File: config.mk
export PLATFORM = sky130hd
export DESIGN_NAME = fetch_ifid_stage
export DESIGN_NICKNAME = d
export VERILOG_FILES = /design/src/rtl/fetch_ifid_stage.sv
export SDC_FILE = /design/constraint.sdc
export NUM_CORES = 1
export LEC_CHECK = 0
export CORE_MARGIN = 10
export CORE_UTILIZATION = 47
export CTS_BUF_LIST = sky130_fd_sc_hd__clkbuf_8
export DETAILED_ROUTE_END_ITERATION = 8
export GPL_TIMING_DRIVEN = 0
export PLACE_DENSITY = 0.79
export SYNTH_ARGS = -nofsm -noshare
export SYNTH_HDL_FRONTEND = slang
export SYNTH_SLANG_ARGS = --single-unit
File: constraint.sdc
create_clock -name clk -period 3.4 [get_ports clk]
set_input_delay 0.68 -clock clk [delete_from_list [all_inputs] [get_ports clk]]
set_output_delay 0.68 -clock clk [all_outputs]
set_load 0.01 [all_outputs]
File: src/rtl/fetch_ifid_stage.sv
// Instruction-fetch stage: owns the PC, drives a 1-cycle-latency instruction memory
// and loads the IF/ID register, with a one-entry hold buffer that covers stalls.
module fetch_ifid_stage #(
    parameter int          N        = 32,
    parameter logic [N-1:0] RESET_PC = '0,
    parameter logic [N-1:0] NOP      = 'h13
) (
    input  logic         clk,
    input  logic         rst,
    input  logic         stall,
    input  logic         redirect,
    input  logic [N-1:0] redirect_target,
    output logic [N-1:0] imem_addr,
    output logic         imem_en,
    input  logic [N-1:0] imem_rdata,
    output logic [N-1:0] ifid_pc,
    output logic [N-1:0] ifid_instr,
    output logic         ifid_valid
);

    localparam logic [N-1:0] PC_STEP    = N'(4);
    localparam logic [N-1:0] ALIGN_MASK = ~N'(3);

    logic [N-1:0] pc_f;
    logic         req_valid;
    logic [N-1:0] req_pc;
    logic         hold_valid;
    logic [N-1:0] hold_instr;
    logic [N-1:0] hold_pc;

    logic [N-1:0] pc_f_n;
    logic         req_valid_n;
    logic [N-1:0] req_pc_n;
    logic         hold_valid_n;
    logic [N-1:0] hold_instr_n;
    logic [N-1:0] hold_pc_n;
    logic [N-1:0] ifid_pc_n;
    logic [N-1:0] ifid_instr_n;
    logic         ifid_valid_n;

    assign imem_addr = pc_f;
    assign imem_en   = !rst && !stall && !redirect;

    always_comb begin
        pc_f_n       = pc_f;
        req_valid_n  = req_valid;
        req_pc_n     = req_pc;
        hold_valid_n = hold_valid;
        hold_instr_n = hold_instr;
        hold_pc_n    = hold_pc;
        ifid_pc_n    = ifid_pc;
        ifid_instr_n = ifid_instr;
        ifid_valid_n = ifid_valid;

        if (redirect) begin
            // Discard both the in-flight request and any held instruction.
            pc_f_n       = redirect_target & ALIGN_MASK;
            req_valid_n  = 1'b0;
            hold_valid_n = 1'b0;
            ifid_pc_n    = '0;
            ifid_instr_n = NOP;
            ifid_valid_n = 1'b0;
        end else if (stall) begin
            // Memory data for last cycle's request arrives now; park it so it is not lost.
            if (req_valid) begin
                hold_valid_n = 1'b1;
                hold_instr_n = imem_rdata;
                hold_pc_n    = req_pc;
            end
            req_valid_n = 1'b0;
        end else begin
            if (hold_valid) begin
                ifid_pc_n    = hold_pc;
                ifid_instr_n = hold_instr;
                ifid_valid_n = 1'b1;
            end else if (req_valid) begin
                ifid_pc_n    = req_pc;
                ifid_instr_n = imem_rdata;
                ifid_valid_n = 1'b1;
            end else begin
                ifid_pc_n    = '0;
                ifid_instr_n = NOP;
                ifid_valid_n = 1'b0;
            end
            hold_valid_n = 1'b0;
            req_valid_n  = 1'b1;
            req_pc_n     = pc_f;
            pc_f_n       = pc_f + PC_STEP;
        end
    end

    // Fetch control and IF/ID register
    always_ff @(posedge clk) begin
        if (rst) begin
            pc_f       <= RESET_PC;
            req_valid  <= 1'b0;
            hold_valid <= 1'b0;
            ifid_pc    <= '0;
            ifid_instr <= NOP;
            ifid_valid <= 1'b0;
        end else begin
            pc_f       <= pc_f_n;
            req_valid  <= req_valid_n;
            hold_valid <= hold_valid_n;
            ifid_pc    <= ifid_pc_n;
            ifid_instr <= ifid_instr_n;
            ifid_valid <= ifid_valid_n;
        end
    end

    // Request and hold payloads are qualified by their valid bits and need no reset.
    always_ff @(posedge clk) begin
        req_pc     <= req_pc_n;
        hold_instr <= hold_instr_n;
        hold_pc    <= hold_pc_n;
    end

endmodule

==> reports/qor.yml, run 1 <==
hold_path_class: "reg -> reg"
first_global_vias: 5860
grt_max_degree: 63
synth_ff_type: "dfxtp_1"
r2r-start: "imem_addr[8]"
swShare: 0.236
drive_gt1_frac: 0.0524
cp.buffers_inverters: 3
synth-edff-count: 92
dp_cells: 958
cts-resized-gates: 2
crit_path_max_fanout: 10
cts_made_buffers: 17
grt_pass1_wl_um: 31000
gr-usage-all-layers: 0.191
synth.yosys.warnings: 0
placed_area_mm2: 0.00910
clock_latency_ps: 460
timing.final.crit_share: 0.973
skew_ps: 8.72
crit_chain: "clkdlybuf4s50_1, or2_2, clkbuf_1, nor2_2, clkdlybuf4s50_1"
drt_iter0_drc: 367
fin_area_mm2: 0.00950
hold_viol_final: 0
cts.sinks: 187
drt-total-wl_um: 19600
cpPeakStageDelay_ps: 580
rsz0062_at_grt: "no"
hold_ws_ps: 464
critPathCaptureType: "output port"
clockPowerShare: 0.326
vias: 5741
fill_cells: 1144
io_pins: 166
async_flop_share: 0
p_seq_frac: 0.572
ant_nets: 0
die_y_um: 144
wire_per_inst_um: 19.8
synthTopCellsByArea: "edfxtp_1, dfxtp_1, a221oi_1, nor2b_1, nor3_1"
holdPathEnd: "hold_pc[25]"
max_freq_mhz: 302
final_cell_mix: "clkdlybuf4s50_1, dfxtp_1, edfxtp_1"
drt-vias-per-instance: 5.80
path_class: "in -> out"
reg2reg_slack_ps: 1090
crit_slowest_cell: "clkdlybuf4s50_1"
timing.slew.headroom: 0.468
cp_data_arrival_time_ps: 2630
p_int_mw: 3.36
period_needed_ps: 3310
p_leak_nw: 3.11
start_kind: "primary input"
maxSlewViolCount: 0
syn-instance-count: 607
yosys_register_bits: 187
crit_top_cell: "clkdlybuf4s50_1"
diodes: 0
ir_drop_v: 0.000276
setup_viol_count_final: 0
yosysSeqAreaShare: 0.644
status: "finished, final reports clean"
globalRouteOverflowTotal: 0
drc: 0
syn_area_per_cell_um2: 11.9
yosysTopAreaCellShare: 0.381
fin_tns_setup_ps: 0
power.switching_mw: 1.03
p_per_area_mw_per_mm2: 463
cts.path.max_buffers: 2
die_w_um: 144
synth_area_mm2: 0.00725
comb_power_share: 0.103
total_power_mw: 4.39
hold_start: "req_pc[25]"
hold_buffers: 0
required_ps: 2720
yosys.area.top_type: "edfxtp_1"
final_cells: 989
ys_types: 45
syn_to_final_growth_pct: 31.0
nets: 857
timing.final.ws_setup_ps: 92.3
antenna_found_initial: 0
row_count: 45
reg2reg_depth: 6
htree_num_levels: 4
root_buffer: "clkbuf_8"
worst_pin_slew_ps: 798
final_common_cell: "clkdlybuf4s50_1"
port_buffers: 159
dp_hpwl_um: 14700
gp_congestion: 0.849
drtPass1Iterations: 4
cts_tree: "yes"
dp_worst_setup_slack_ps: -1220
final_core_util: 0.627
cts_setup_buffers: 0
clk_pin_slew_ps: 90
cp_top_family: "buffers and inverters"
core_area_mm2: 0.0151
start_util: 0.478
min_path_cells: 0
r2r_end: "imem_addr[25]"
drv_cap: 0
dieArea_mm2: 0.0208
-- logic make-up after synthesis --
logic type / share of synthesized area
and+or+nand+nor: 0.171
AOI/OAI and AO/OA: 0.132
buffers and inverters: 0.0352
DFF: 0.644
other: 0.000517
muxes: 0.00138
adders and majority gates: 0.00173
xor gates and xnor gates: 0.0145
-- Yosys cell counts (2+ instances only) --
| cell type | count |
|---|---|
| o21ai_0 | 3 |
| o31ai_1 | 12 |
| a311oi_1 | 14 |
| nand3_1 | 6 |
| xnor2_1 | 8 |
| nand2_1 | 14 |
| a31oi_1 | 2 |
| or3_1 | 4 |
| nor2b_1 | 61 |
| o22ai_1 | 3 |
| nand4_1 | 10 |
| o31a_1 | 2 |
| a211oi_1 | 9 |
| dfxtp_1 | 95 |
| o21bai_1 | 2 |
| a221oi_1 | 59 |
| xor2_1 | 4 |
| edfxtp_1 | 92 |
| buf_4 | 4 |
| clkbuf_1 | 47 |
| buf_1 | 5 |
| nand3b_1 | 3 |
| a21oi_1 | 6 |
| or4_1 | 13 |
| and2_1 | 2 |
| o211ai_1 | 4 |
| and3_1 | 5 |
| nor2_1 | 32 |
| nor3_1 | 62 |
| nor4_1 | 6 |
| inv_1 | 4 |
-- area by class of cell --
class	count	area [µm²]	share of cell area
multi-input cells	361	2350	0.247
flip-flops and latches	187	4660	0.491
plain buffers	56	234	0.0246
clock buffers	19	262	0.0275
well taps	188	235	0.0248
inverters	5	18.8	0.00198
clock inverters	13	128	0.0134
repair buffers	160	1610	0.169
-- registers in the layout, indices dropped and copies added, names as in the netlist, 30 cells and up --
register and cells:
req_pc 30, ifid_pc 30, imem_addr 30, hold_pc 30
hold_instr 32, ifid_instr 32
-- power groups by stage --
stage	Clock [mW]	Sequential, mW	Combinational (mW)
after floorplan	0	2.56	0.183
after global placement	0	2.56	0.438
after detailed placement	0	2.56	0.452
after CTS	1.45	2.51	0.454
after global routing	1.54	2.52	0.494
final	1.43	2.51	0.452
-- routing by layer --
metal  up-vias  share of wire  global-route usage
li1       2686              -                   -
met1      2770           0.41               0.228
met2       261           0.48               0.316
met3        24          0.091              0.0535
met4         0          0.016              0.0830
met5         -              0                   0
-- how the worst max path moves through the flow --
stage	from	end	cells after the start
floorplan	stall	req_pc[10]	4
global placement	stall	hold_instr[31]	5
detailed placement	stall	hold_instr[20]	5
CTS	rst	imem_en	5
global route	rst	imem_en	5
finish	rst	imem_en	5
Power figures use the tool's default switching activity.
==> run 2: changes to the inputs <==
==> constraint.sdc (replaced) <==
create_clock -name clk -period 3.4 [get_ports clk]
set_input_delay 0.34 -clock clk [delete_from_list [all_inputs] [get_ports clk]]
set_output_delay 0.34 -clock clk [all_outputs]
set_load 0.01 [all_outputs]
==> reports/qor.yml, run 2 (synthesized netlist as in run 1, its figures left out) <==
drt-vias-per-instance: 5.82
comb_power_share: 0.103
rsz0062_at_grt: "no"
fill_cells: 1201
cts.path.max_buffers: 2
clock_latency_ps: 460
p_leak_nw: 3.12
dp_worst_setup_slack_ps: -578
final_cell_mix: "clkdlybuf4s50_1, dfxtp_1, edfxtp_1"
hold_viol_final: 0
dp_hpwl_um: 14500
first_global_vias: 5689
path_class: "in -> reg"
grt_max_degree: 34
core_area_mm2: 0.0151
crit_path_max_fanout: 33
cp_data_arrival_time_ps: 3270
skew_ps: 13.1
hold_path_class: "in -> reg"
multi_input_area_mm2: 0.00235
antenna_found_initial: 0
drt_iter0_drc: 356
worst_pin_slew_ps: 726
final_common_cell: "clkdlybuf4s50_1"
start_kind: "primary input"
hold_ws_ps: 439
cts_tree: "yes"
p_int_mw: 3.39
htree_num_levels: 4
wire_per_inst_um: 19.7
hold_buffers: 0
status: "finished, final reports clean"
critPathCaptureType: "register"
drive_gt1_frac: 0.0511
root_buffer: "clkbuf_8"
clk_pin_slew_ps: 100
placed_area_mm2: 0.00912
nets: 859
port_buffers: 159
grt_pass1_wl_um: 30000
die_y_um: 144
power.switching_mw: 1.03
timing.final.crit_share: 0.915
required_ps: 3560
maxSlewViolCount: 0
cts_made_buffers: 17
clockPowerShare: 0.330
row_count: 45
ant_nets: 0
syn_to_final_growth_pct: 31.4
cts_setup_buffers: 0
drv_cap: 0
start_util: 0.478
setup_viol_count_final: 0
io_pins: 166
cts.sinks: 187
period_needed_ps: 3110
timing.slew.headroom: 0.516
vias: 5771
ir_drop_v: 0.000269
regArea_mm2: 0.00466
drc: 0
gr-usage-all-layers: 0.184
top_regs: "hold_instr: 32 flops, ifid_instr: 32 flops"
p_per_area_mw_per_mm2: 465
diodes: 0
drt-total-wl_um: 19500
gp_congestion: 0.878
fin_area_mm2: 0.00952
swShare: 0.234
globalRouteOverflowTotal: 0
max_freq_mhz: 321
die_w_um: 144
timing.final.ws_setup_ps: 289
drtPass1Iterations: 5
dieArea_mm2: 0.0208
p_seq_frac: 0.568
fin_tns_setup_ps: 0
total_power_mw: 4.42
==> run 2: path summary, 6_finish.rpt <==
kind,from,end,slack [ps],depth (start not counted)
worst max register to register,imem_addr[8],imem_addr[25],1050,6
worst max-delay path,stall,hold_instr[13],290,6
worst min register to register,req_pc[28],hold_pc[28],460,0
worst min-delay path,redirect_target[2],imem_addr[2],440,3
==> run 2: through the flow <==
step                      utilization  instances
after floorplan                     -        610
after global placement          0.600        957
after detailed placement        0.602        959
after CTS                       0.628        991
after global routing            0.629        991
final                           0.629        991
==> run 2: what timing repair did <==
action,in CTS,in global routing
resized for setup,1,2
pin swaps,0,1
cloned,0,0
setup endpoints to repair,30,30
==> run 2: routing by layer <==
| metal | GRT usage | vias up | part of all wire |
|---|---|---|---|
| met4 | 0.0644 | 0 | 0.013 |
| met3 | 0.0603 | 23 | 0.090 |
| met1 | 0.226 | 2790 | 0.42 |
| met2 | 0.298 | 256 | 0.48 |
| met5 | 0 | - | 0 |
| li1 | - | 2702 | - |
==> run 2: final cells by class <==
type	count	area share
plain buffers	57	0.0250
clock buffers	17	0.0246
clock inverters	15	0.0164
inverters	5	0.00197
multi-input cells	361	0.246
flip-flops and latches	187	0.490
well taps	188	0.0247
repair buffers	161	0.171
==> run 2: power groups by stage <==
stage	sequential [mW]	combinational (mW)	clock, mW
after floorplan	2.56	0.183	0
after global placement	2.56	0.437	0
after detailed placement	2.56	0.452	0
after CTS	2.51	0.456	1.48
after global routing	2.52	0.493	1.57
final	2.51	0.454	1.46
==> run 2: worst max-delay path, stage by stage <==
cell and delay [ps]:
clkdlybuf4s50_1 740, clkbuf_2 360, buf_1 510, buf_1 460, and3_4 580, buf_12 260
